[config.mk]
export PLATFORM = sky130hd
export DESIGN_NAME = seg_scan_driver
export DESIGN_NICKNAME = d
export VERILOG_FILES = /design/src/rtl/seg_pkg.sv /design/src/rtl/tick_divider.sv /design/src/rtl/seg_scan_driver.sv
export SDC_FILE = /design/constraint.sdc
export NUM_CORES = 1
export LEC_CHECK = 0
export BUFFER_PORTS_ARGS = -buffer_cell sky130_fd_sc_hd__buf_4
export CAP_MARGIN = 40
export CORE_ASPECT_RATIO = 0.75
export CORE_MARGIN = 2
export CORE_UTILIZATION = 25
export DETAILED_ROUTE_END_ITERATION = 12
export HOLD_SLACK_MARGIN = 0.08
export PLACE_DENSITY_LB_ADDON = 0.12
export SLEW_MARGIN = 20
export SYNTH_ARGS = -nofsm -noshare
export SYNTH_HDL_FRONTEND = slang
export SYNTH_SLANG_ARGS = --single-unit
export TNS_END_PERCENT = 30
[constraint.sdc]
create_clock -name clk -period 3.9 [get_ports clk]
set_input_delay 0.195 -clock clk [delete_from_list [all_inputs] [get_ports clk]]
set_output_delay 0.195 -clock clk [all_outputs]
set_load 0.03 [all_outputs]
[src/rtl/seg_pkg.sv]
// Shared constants and types for the 4-digit 7-segment scan driver.
package seg_pkg;

    localparam logic [3:0] SEG_BLANK = 4'hF;
    localparam int         NUM_DIG   = 4;

    localparam logic [0:0] ST_DEAD  = 1'b0;
    localparam logic [0:0] ST_DRIVE = 1'b1;

    typedef logic [1:0] dig_idx_t;

    // Leading-zero blanking for digit n of {d3,d2,d1,d0}; d0 always stays lit.
    function automatic logic lz_hide(input logic [15:0] d, input dig_idx_t n);
        logic z3;
        logic z2;
        logic z1;
        z3 = (d[15:12] == 4'd0);
        z2 = (d[11:8]  == 4'd0);
        z1 = (d[7:4]   == 4'd0);
        case (n)
            2'd3:    lz_hide = z3;
            2'd2:    lz_hide = z3 & z2;
            2'd1:    lz_hide = z3 & z2 & z1;
            default: lz_hide = 1'b0;
        endcase
    endfunction

endpackage

[src/rtl/tick_divider.sv]
// Free-running modulo-DIV counter with a terminal-count pulse; advances only when en_i is high.
module tick_divider #(
    parameter int DIV = 2,
    parameter int CW  = (DIV > 1) ? $clog2(DIV) : 1
) (
    input  logic          clk,
    input  logic          rst_n,
    input  logic          en_i,
    output logic [CW-1:0] cnt_o,
    output logic          tc_o
);

    localparam logic [CW-1:0] LAST = CW'(DIV - 1);

    logic [CW-1:0] cnt_q;
    logic [CW-1:0] cnt_d;

    assign tc_o  = en_i && (cnt_q == LAST);
    assign cnt_o = cnt_q;

    always_comb begin
        cnt_d = cnt_q;
        if (en_i) begin
            cnt_d = tc_o ? '0 : cnt_q + 1'b1;
        end
    end

    always_ff @(posedge clk or negedge rst_n) begin
        if (!rst_n) begin
            cnt_q <= '0;
        end else begin
            cnt_q <= cnt_d;
        end
    end

endmodule

[src/rtl/seg_scan_driver.sv]
// Time-multiplexed scan of four BCD digits onto a shared code bus with
// dead-time anti-ghosting, per-digit blank/blink and leading-zero suppression.
module seg_scan_driver
    import seg_pkg::*;
#(
    parameter int CLK_DIV   = 50000,
    parameter int DEAD_CYC  = 16,
    parameter int BLINK_DIV = 250
) (
    input  logic        clk,
    input  logic        rst_n,
    input  logic [15:0] digits_i,
    input  logic [3:0]  blank_i,
    input  logic [3:0]  blink_i,
    input  logic [3:0]  dp_i,
    input  logic        lz_en_i,
    output logic [3:0]  seg_o,
    output logic [3:0]  an_o,
    output logic        dp_o,
    output logic        frame_o
);

    localparam int PW = $clog2(CLK_DIV);
    localparam int BW = (BLINK_DIV > 1) ? $clog2(BLINK_DIV) : 1;
    localparam logic [PW-1:0] DEAD_LAST = PW'((DEAD_CYC > 0) ? DEAD_CYC - 1 : 0);

    // first_q marks the snapshot cycle right after reset; the prescaler holds during it.
    logic          first_q;
    logic          slot_adv;
    logic [PW-1:0] presc;
    logic          slot_tc;
    logic [BW-1:0] blink_cnt_unused;
    logic          blink_tc;

    logic [0:0]    state_q, state_d;
    dig_idx_t      idx_q, idx_d;
    logic          blink_off_q, blink_off_d;
    logic          snap;

    logic [15:0]   sh_dig_q, sh_dig_d;
    logic [3:0]    sh_blank_q, sh_blank_d;
    logic [3:0]    sh_blink_q, sh_blink_d;
    logic [3:0]    sh_dp_q, sh_dp_d;
    logic          sh_lz_q, sh_lz_d;

    logic [3:0]    seg_d, an_d;
    logic          dp_d;
    dig_idx_t      dig_n;
    logic [3:0]    code;
    logic          hide;

    assign slot_adv = ~first_q;

    tick_divider #(.DIV(CLK_DIV)) u_presc (
        .clk   (clk),
        .rst_n (rst_n),
        .en_i  (slot_adv),
        .cnt_o (presc),
        .tc_o  (slot_tc)
    );

    tick_divider #(.DIV(BLINK_DIV)) u_blink (
        .clk   (clk),
        .rst_n (rst_n),
        .en_i  (slot_tc),
        .cnt_o (blink_cnt_unused),
        .tc_o  (blink_tc)
    );

    assign snap        = first_q | (slot_tc & (idx_q == 2'd3));
    assign idx_d       = slot_tc ? idx_q + 2'd1 : idx_q;
    assign blink_off_d = blink_off_q ^ blink_tc;

    assign sh_dig_d   = snap ? digits_i : sh_dig_q;
    assign sh_blank_d = snap ? blank_i  : sh_blank_q;
    assign sh_blink_d = snap ? blink_i  : sh_blink_q;
    assign sh_dp_d    = snap ? dp_i     : sh_dp_q;
    assign sh_lz_d    = snap ? lz_en_i  : sh_lz_q;

    always_comb begin
        state_d = state_q;
        case (state_q)
            ST_DEAD: begin
                if (DEAD_CYC == 0) begin
                    state_d = ST_DRIVE;
                end else if (slot_adv && presc == DEAD_LAST) begin
                    state_d = ST_DRIVE;
                end
            end
            ST_DRIVE: begin
                if (slot_tc) begin
                    state_d = (DEAD_CYC == 0) ? ST_DRIVE : ST_DEAD;
                end
            end
            default: state_d = ST_DEAD;
        endcase
    end

    // Outputs are computed from next-state values so the registered pins line up with the prescaler.
    always_comb begin
        dig_n = 2'd3 - idx_d;
        code  = sh_dig_d[{dig_n, 2'b00} +: 4];
        hide  = sh_blank_d[dig_n]
              | (sh_blink_d[dig_n] & blink_off_d)
              | (sh_lz_d & lz_hide(sh_dig_d, dig_n));
        an_d  = 4'b1111;
        seg_d = SEG_BLANK;
        dp_d  = 1'b1;
        if (state_d == ST_DRIVE) begin
            an_d  = ~(4'b0001 << dig_n);
            seg_d = hide ? SEG_BLANK : code;
            dp_d  = hide ? 1'b1 : ~sh_dp_d[dig_n];
        end
    end

    always_ff @(posedge clk or negedge rst_n) begin
        if (!rst_n) begin
            first_q     <= 1'b1;
            state_q     <= ST_DEAD;
            idx_q       <= 2'd0;
            blink_off_q <= 1'b0;
            an_o        <= 4'b1111;
            seg_o       <= SEG_BLANK;
            dp_o        <= 1'b1;
            frame_o     <= 1'b0;
        end else begin
            first_q     <= 1'b0;
            state_q     <= state_d;
            idx_q       <= idx_d;
            blink_off_q <= blink_off_d;
            an_o        <= an_d;
            seg_o       <= seg_d;
            dp_o        <= dp_d;
            frame_o     <= snap;
        end
    end

    always_ff @(posedge clk) begin
        sh_dig_q   <= sh_dig_d;
        sh_blank_q <= sh_blank_d;
        sh_blink_q <= sh_blink_d;
        sh_dp_q    <= sh_dp_d;
        sh_lz_q    <= sh_lz_d;
    end

endmodule

==> impl_results.md, run 1 <==
- Ys flop type: dfxtp_1
- Hold Crit Class: in -> reg
- Finish-stage setup viols: 0
- IO buf count: 40
- Max-Cap Viols: 0
- Worst Setup Slack, final: 0.9447 ns
- Met2 WL: 3.576 mm
- Period Utilization, post-route: 0.7578
- Final WL: 8.568 mm
- Final antenna-violating net count: 0
- Commonest non-fill, non-tap cells in the layout: 44 x buf_4, 29 x dfrtp_1, 29 x dfxtp_1
- Clock slew at reported path FFs: 0.05 ns
- Vias per inst: 4.747
- Wire length on met3: 393 um
- Synth Register Bits: 68
- CP startpoint kind: register
- Clock power frac: 0.412
- Sw Ratio: 0.2563
- Worst endpoint required time: 4.16 ns
- Synthesized Nets: 357
- Synth area leaders: dfrtp_1 22%, dfxtp_1 18%, dfstp_2 7.9%
- Final-stage net count: 400
- EDFF count, synth: 0
- GRT Overall Usage: 0.1301
- FF/Latch Area: 0.001569 mm2
- TritonCTS clock tree: done
- Initial antenna violation count: 0
- Clock Skews: 0.004956 ns
- Flop2flop setup slack: 0.94 ns
- Commonest non-fill, non-tap cell in the layout: buf_4
- Setup TNS: 0 ns
- Slew headroom: 0.5415
- Cts repair resizes: 0
- Via count: 2568
- Flop pwr share: 0.442
- Row cnt: 36
- Filler Cells Inserted: 1336
- Kind of end point of the critical path: register
- CTS sink cnt: 68
- Grt ovf: 0
- Die height: 103.7 um
- Routed length per placed instance: 15.84 um
- Skew-Pair Late Insertion Delay: 0.33 ns
- Ports: 41
- Net load switching power: 0.4875 mW
- Tmin final: 2.955 ns
- Cell Int Power: 1.414 mW
- Fmax: 338.4 MHz
- Top-area cell type share of the netlist area: 0.2191
- Highest routed layer: met4
- Ys Warns: 0
- CTS max path bufs: 2
- Leak: 1.722 nW
- Setup Buffers After CTS: 0
- First-pass GRT wire length: 14.16 mm
- Total CTS buffers: 9
- Area of the multi-input gates: 0.001624 mm2
- CP max FO: 9
- Largest net degree at the start of global routing: 40
- Drt drc: 0
- Core area: 0.01297 mm2
- WP data arrival: 3.21 ns
- H-Tree Level Count: 3
- Post-synthesis cell type count: 64
- GP Congestion: 0.7674
- Seq/Total Area, Yosys: 0.4737
- Drt first pass iters: 4
- N_diodes: 0
- Detailed Place HPWL: 6.237 mm
- Status: finished, final reports clean
- Area grow syn2layout: 23.69%
- Vias in the first global route: 2544
- Asr flop ratio synth: 0.5735
- Initial Utilization: 0.2553
- Chip width: 136.9 um
- Synthesized area per cell: 10.29 um2
- Cts hold-fix bufs: 1
- Worst-margin pin slew: 0.6815 ns
- Initial DRC Count: 163
- Layout cell share with drive strength beyond 1: 0.2784
- RSZ-0062 raised after global routing: false
- CP Class: reg -> reg
- Cells after synthesis: 322
- Final hold vios: 0
- Gate power share: 0.146
- Largest area contributor in the netlist: dfrtp_1
- Post-Place Worst Slack: 0.8986 ns
- Power Density: 464.3 mW/mm2
- Wl on met1: 4.554 mm
- Fin. max-slew vios: 0
- Clock root cell: clkbuf_16
- Peak VDD IR: 228.5 uV
- Die area: 0.01419 mm2
- Mapped cell area: 0.003312 mm2
-- cell usage after synthesis (6+ instances only) --
cell and n:
inv_1 14, and2_1 7, nand4_1 9, nor2_1 14
mux2_2 21, dfxtp_1 29, nand3_1 11, nand2b_1 8
nor4_1 8, dfrtp_1 29, nand2_1 24, clkbuf_1 8
a21oi_1 7, dfstp_2 10, mux2i_1 10, and3_1 6
o21ai_0 13, xnor2_1 11
-- area by class of cell --
class | instances | share of cell area
clock inverters | 1 | 0.001222
flip-flops and latches | 68 | 0.3830
multi-input cells | 226 | 0.3965
well taps | 171 | 0.05223
inverters | 15 | 0.01374
clock buffers | 15 | 0.07025
repair buffers | 45 | 0.08308
-- metrics by stage --
step           area [um2]  hold WS [ns]  power, mW  cells    util
2_1_floorplan        3312       -0.1006      1.022    322       -
3_3_place_gp         3794        0.2271      1.132    524  0.2924
3_5_place_dp         3794        0.2277      1.133    524  0.2924
4_1_cts              4096        0.1038      1.935    541  0.3158
5_1_grt              4096        0.1152      2.011    541  0.3158
6_report             4096        0.1123      1.902    541  0.3158
-- sequential cells by signal (all words and copies together), names as in the netlist --
register / flops
u_blink.cnt_o: 8
idx_q: 2
sh_dp_q: 4
sh_blink_q: 4
first_q: 1
sh_lz_q: 1
u_presc.cnt_o: 16
blink_off_q: 1
sh_dig_q: 16
sh_blank_q: 4
seg_o: 4
an_o: 4
state_q: 1
dp_o: 1
frame_o: 1
-- layer usage --
| metal | track usage | vias up |
|---|---|---|
| li1 | - | 1266 |
| met1 | 0.1960 | 1249 |
| met2 | 0.1782 | 49 |
| met3 | 0.03671 | 4 |
| met4 | 0.03756 | 0 |
| met5 | 0 | - |
-- logic make-up after synthesis --
| logic type | after synthesis | synth area share |
|---|---|---|
| AO/OA/AOI/OAI | 57 | 0.1201 |
| XOR/XNOR | 14 | 0.03702 |
| adder cells (fa/ha/maj) | 4 | 0.01511 |
| buffers and inverters | 28 | 0.03589 |
| flip-flops | 68 | 0.4737 |
| multiplexers | 32 | 0.1084 |
| other | 1 | 0.001132 |
| AND/OR/NAND/NOR | 118 | 0.2085 |
-- critical path: stages, from the launching register on --
cell and delay (ns):
dfrtp_1 0.44, nor4_4 0.43, nand4_2 0.32, nor4_1 0.57, nor4_1 0.13, a2111oi_0 0.53
and4bb_4 0.35, nand4_1 0.11
-- power groups by stage --
stage | Combinational [mW] | Clock [mW] | Sequential (mW)
3_3_place_gp | 0.277 | 0 | 0.855
4_1_cts | 0.282 | 0.811 | 0.842
5_1_grt | 0.314 | 0.846 | 0.852
6_report | 0.278 | 0.784 | 0.841
3_5_place_dp | 0.280 | 0 | 0.853
2_1_floorplan | 0.151 | 0 | 0.871
-- path summary, 6_finish.rpt --
kind,from,end,depth (start not counted)
max,u_presc.cnt_o[11]$_DFFE_PN0N_,seg_o[2]$_DFF_PN1_,7
min,digits_i[15],sh_dig_q[15]$_DFF_P_,3
max reg2reg,u_presc.cnt_o[11]$_DFFE_PN0N_,seg_o[2]$_DFF_PN1_,7
min reg2reg,sh_blank_q[2]$_DFF_P_,sh_blank_q[2]$_DFF_P_,2
max in group asynchronous,rst_n,an_o[3]$_DFF_PN1_,2
min in group asynchronous,rst_n,u_blink.cnt_o[3]$_DFFE_PN0N_,2
(Power assumes the default switching activity.)
==> run 2: changes to the inputs <==
- clock period: 3.9 -> 2.45 ns (I/O delays scaled with it)
==> run 2 against run 1 <==
- setup slack got worse by 0.92 ns
- largest power group unchanged
- register-to-register slack got worse by 0.92 ns
- sequential cell count unchanged
- critical path type unchanged
==> impl_results.md, run 2 (synthesis gave the netlist of run 1 again) <==
- Row cnt: 36
- CP startpoint kind: register
- Worst-margin pin slew: 0.5208 ns
- Leak: 2.064 nW
- Net load switching power: 0.8192 mW
- Detailed Place HPWL: 6.834 mm
- Routed length per placed instance: 15.14 um
- Drt first pass iters: 4
- Layout cell share with drive strength beyond 1: 0.3589
- H-Tree Level Count: 3
- WP data arrival: 2.66 ns
- Peak VDD IR: 311.8 uV
- Design Power: 3.195 mW
- Max-Cap Viols: 0
- N_diodes: 0
- Hold Crit Class: in -> reg
- Slew headroom: 0.6528
- CP max FO: 5
- Vias in the first global route: 2885
- Worst Setup Slack, final: 0.02205 ns
- Finish-stage setup viols: 0
- Final hold vios: 0
- IO buf count: 40
- Largest net degree at the start of global routing: 40
- GRT Overall Usage: 0.1425
- Fmax: 411.9 MHz
- Fin util: 0.3687
- Kind of end point of the critical path: register
- TritonCTS clock tree: done
- Gate power share: 0.189
- Final-stage net count: 473
- Ports: 41
- Clock root cell: clkbuf_16
- GP Congestion: 0.7668
- Grt ovf: 0
- Area of the multi-input gates: 0.001682 mm2
- Flop pwr share: 0.412
- Area grow syn2layout: 44.43%
- Filler Cells Inserted: 1327
- Clock Skews: 0.01094 ns
- Vias per inst: 4.593
- Die area: 0.01419 mm2
- Fin. max-slew vios: 0
- First-pass GRT wire length: 15.58 mm
- Commonest non-fill, non-tap cell in the layout: buf_4
- Commonest non-fill, non-tap cells in the layout: 91 x buf_4, 29 x dfrtp_1, 29 x dfxtp_1
- Final instance area: 0.004783 mm2
- FF/Latch Area: 0.001569 mm2
- Setup TNS: 0 ns
- Final WL: 9.299 mm
- Initial antenna violation count: 0
- Tmin final: 2.428 ns
- Total CTS buffers: 9
- Die height: 103.7 um
- Period Utilization, post-route: 0.9910
- CTS sink cnt: 68
- RSZ-0062 raised after global routing: true
- Via count: 2820
- Clock slew at reported path FFs: 0.06 ns
- Cell Int Power: 2.376 mW
- Skew-Pair Late Insertion Delay: 0.33 ns
- Post-Place Worst Slack: -0.07267 ns
- Core area: 0.01297 mm2
- CP Class: reg -> reg
- Area after DPL: 0.004126 mm2
- Initial Utilization: 0.2553
- Worst endpoint required time: 2.69 ns
- Status: finished, final reports clean
- Chip width: 136.9 um
- Power Density: 668.0 mW/mm2
- Sw Ratio: 0.2564
- Clock power frac: 0.399
- Initial DRC Count: 134
- CTS max path bufs: 2
- Drt drc: 0
- Final antenna-violating net count: 0
run 2: path summary, 6_finish.rpt:
check / slack (ns) / depth (start not counted) / to / from
worst max-delay path: 0.02 / 10 / seg_o[1]$_DFF_PN1_ / u_presc.cnt_o[11]$_DFFE_PN0N_
worst min-delay path: 0.13 / 3 / sh_blink_q[0]$_DFF_P_ / blink_i[0]
worst max register to register: 0.02 / 10 / seg_o[1]$_DFF_PN1_ / u_presc.cnt_o[11]$_DFFE_PN0N_
worst min register to register: 0.47 / 2 / sh_blank_q[2]$_DFF_P_ / sh_blank_q[2]$_DFF_P_
max in group asynchronous: 1.75 / 2 / first_q$_DFF_PN1_ / rst_n
min in group asynchronous: 0.30 / 2 / u_blink.cnt_o[3]$_DFFE_PN0N_ / rst_n
run 2: stage by stage:
| step | hold WS, ns | cells |
|---|---|---|
| after CTS | 0.1203 | 612 |
| after global routing | 0.1623 | 614 |
| after global placement | 0.1468 | 565 |
| after detailed placement | 0.1489 | 565 |
| after floorplan | -0.1731 | 322 |
| final | 0.1343 | 614 |
run 2: final cells by class:
| type | count | area share |
|---|---|---|
| inverter | 15 | 0.01177 |
| sequential | 68 | 0.3280 |
| timing repair buffer | 118 | 0.2035 |
| clock buffer | 14 | 0.05310 |
| clock inverter | 2 | 0.007324 |
| multi-input combinational | 226 | 0.3516 |
| tap | 171 | 0.04473 |
run 2: layer usage:
metal  up-vias  GRT usage  wire [um]
li1       1416          -          -
met1      1353     0.2258       5294
met2        40     0.1854       3617
met3        11    0.03035        259
met4         0    0.04860        129
met5         -          0          0
run 2: power by group through the flow:
stage | Sequential, mW | Clock, mW | Combinational [mW]
after floorplan | 1.39 | 0 | 0.241
after global routing | 1.33 | 1.37 | 0.665
final | 1.32 | 1.28 | 0.603
after global placement | 1.34 | 0 | 0.557
after detailed placement | 1.34 | 0 | 0.557
after CTS | 1.32 | 1.32 | 0.601
run 2: worst max-delay path: stages, from the launching register on:
cell and delay, ns:
dfrtp_1 0.40, nor4_4 0.39, buf_4 0.20, and4_4 0.22, buf_4 0.12, nand3_1 0.13
and2_4 0.21, inv_2 0.08, a2111oi_2 0.07, and4bb_4 0.40, o2111ai_1 0.11
run 2: timing repair:
item	4_1_cts	5_1_grt
setup buffers	6	2
hold buffers	25	0
gates resized for setup	8	7
pin swaps	6	6
endpoints found under the setup margin	5	5
endpoints found under the hold margin	53	0
==> run 3: changes to the inputs <==
- CORE_UTILIZATION: 25 -> 52
- TNS_END_PERCENT: 30 -> unset
==> run 3 against run 2 <==
- die area down 50%
- first-iteration DRC count up 68%
- register-to-register slack better by 0.02 ns
- critical path depth down 2
- cell count down 17%
- clock power down 38%
- routed wire length down 4.7%
==> impl_results.md, run 3 (synthesis gave the netlist of run 1 again) <==
- Status: finished, final reports clean
- WP data arrival: 2.66 ns
- Peak VDD IR: 413.9 uV
- Grt ovf: 0
- Fmax: 415.5 MHz
- Vias in the first global route: 2793
- Kind of end point of the critical path: register
- Slew headroom: 0.6465
- Chip width: 96.15 um
- Fin. max-slew vios: 0
- Hold Crit Class: in -> reg
- Max-Cap Viols: 0
- Final-stage net count: 460
- Leak: 1.960 nW
- Skew-Pair Late Insertion Delay: 0.34 ns
- Drt drc: 0
- Area grow syn2layout: 36.61%
- Worst-margin pin slew: 0.5253 ns
- Core area: 0.006225 mm2
- Final antenna-violating net count: 0
- Clock slew at reported path FFs: 0.07 ns
- Commonest non-fill, non-tap cells in the layout: 74 x buf_4, 29 x dfxtp_1, 28 x dfrtp_1
- Routed length per placed instance: 17.34 um
- Layout cell share with drive strength beyond 1: 0.3605
- Worst endpoint required time: 2.70 ns
- H-Tree Level Count: 3
- Initial DRC Count: 225
- Final WL: 8.863 mm
- Power Density: 595.7 mW/mm2
- Final hold vios: 0
- Commonest non-fill, non-tap cell in the layout: buf_4
- GRT Overall Usage: 0.2557
- Initial Utilization: 0.5321
- Largest net degree at the start of global routing: 40
- CTS sink cnt: 68
- Worst path max stage delay: 0.43 ns
- Tmin final: 2.407 ns
- Fin util: 0.7268
- TritonCTS clock tree: done
- Die height: 73.12 um
- CP max FO: 7
- CTS max path bufs: 2
- N_diodes: 0
- Die area: 0.007030 mm2
- Finish-stage setup viols: 0
- Slowest stage cell, crit path: dfrtp_2
- IO buf count: 40
- Initial antenna violation count: 0
- First-pass GRT wire length: 13.48 mm
- Period Utilization, post-route: 0.9824
- Clock root cell: clkbuf_8
- Via count: 2954
- GP Congestion: 0.8224
- Buf+Inv Stages, Crit Path: 2
- Hold WS: 0.1277 ns
- Detailed Place HPWL: 5.674 mm
- Top delay family on crit path: simple AND/OR/NAND/NOR gates
- Design Power: 2.695 mW
- Vias per inst: 5.781
- Sequence of cells on the critical path: nor4_4 > buf_4 > nand4_4 > o211a_1 > nor2_1 > inv_1 > a22oi_1 > nand4_1
- Total CTS buffers: 9
- Row cnt: 25
- Ports: 41
- Placed cells: 456
- CP Class: reg -> reg
- CP startpoint kind: register
- Fin cells: 511
- Drt first pass iters: 4
- Clock Skews: 0.005087 ns
-- run 3: cell count changes in the layout (fill, tap and decap cells not counted), moves of 2 or more --
cell and delta:
buf_4 -17, clkbuf_8 +9, a221oi_2 +2, clkbuf_16 -9
dlygate4sd3_1 +2, nor3_1 -2, a221oi_1 -2, mux2i_2 +2
-- run 3: cell type report --
type,instances,area [um2]
Inverter,15,56.30
Timing Repair Buffer,105,899.6
Clock inverter,2,10.01
Multi-Input combinational cell,226,1734
Tap cell,81,101.3
Clock buffer,14,152.6
Sequential cell,68,1570
Fill cell,442,1700
-- run 3: per-stage QoR --
stage                     TNS (ns)  setup slack [ns]  area [um2]
after floorplan                  0           0.01233        3312
after global placement           0           0.01204        3859
after detailed placement  -0.07460          -0.03662        3859
after CTS                        0          0.001267        4357
after global routing       -0.1980          -0.06092        4524
final                            0           0.04317        4524
-- run 3: layer usage --
metal	GRT usage	wire length, um	vias to the layer above	part of all wire
met5	0	0	-	0
met4	0.06984	82	0	0.0093
met3	0.08368	534	12	0.060
met2	0.3673	4032	116	0.45
met1	0.3705	4213	1440	0.48
li1	-	-	1386	-
-- run 3: worst register-to-register path, delay by kind of cell, from the launching register on --
family / cells / cell delay [ns]
AND/OR/NAND/NOR: 4 / 0.88
buffers and inverters: 2 / 0.37
flip-flops: 1 / 0.43
AO/OA/AOI/OAI: 2 / 0.65
-- run 3: path summary, 6_finish.rpt --
| check | to | slack (ns) | start | cells past startpoint |
|---|---|---|---|---|
| worst min-delay path | sh_blink_q[0]$_DFF_P_ | 0.13 | blink_i[0] | 3 |
| worst max register to register | seg_o[2]$_DFF_PN1_ | 0.04 | u_presc.cnt_o[13]$_DFFE_PN0N_ | 8 |
| worst min register to register | sh_blank_q[2]$_DFF_P_ | 0.47 | sh_blank_q[2]$_DFF_P_ | 2 |
| min in group asynchronous | u_presc.cnt_o[13]$_DFFE_PN0N_ | 0.29 | rst_n | 2 |
| worst max-delay path | seg_o[2]$_DFF_PN1_ | 0.04 | u_presc.cnt_o[13]$_DFFE_PN0N_ | 8 |
| max in group asynchronous | seg_o[2]$_DFF_PN1_ | 1.79 | rst_n | 2 |
-- run 3: timing repair --
action | CTS | global route
hold buffers | 27 | 0
endpoints found under the hold margin | 55 | 0
gates cloned | 1 | 0
pin swaps | 3 | 8
endpoints found under the setup margin | 4 | 5
setup buffers | 4 | 7
gates resized for setup | 2 | 30
-- run 3: where the power goes --
| group | total, mW | internal [mW] | leakage (nW) | switching [mW] |
|---|---|---|---|---|
| Clock | 0.792 | 0.393 | 0.0844 | 0.399 |
| Combinational | 0.572 | 0.285 | 1.14 | 0.287 |
| Sequential | 1.33 | 1.25 | 0.740 | 0.0765 |
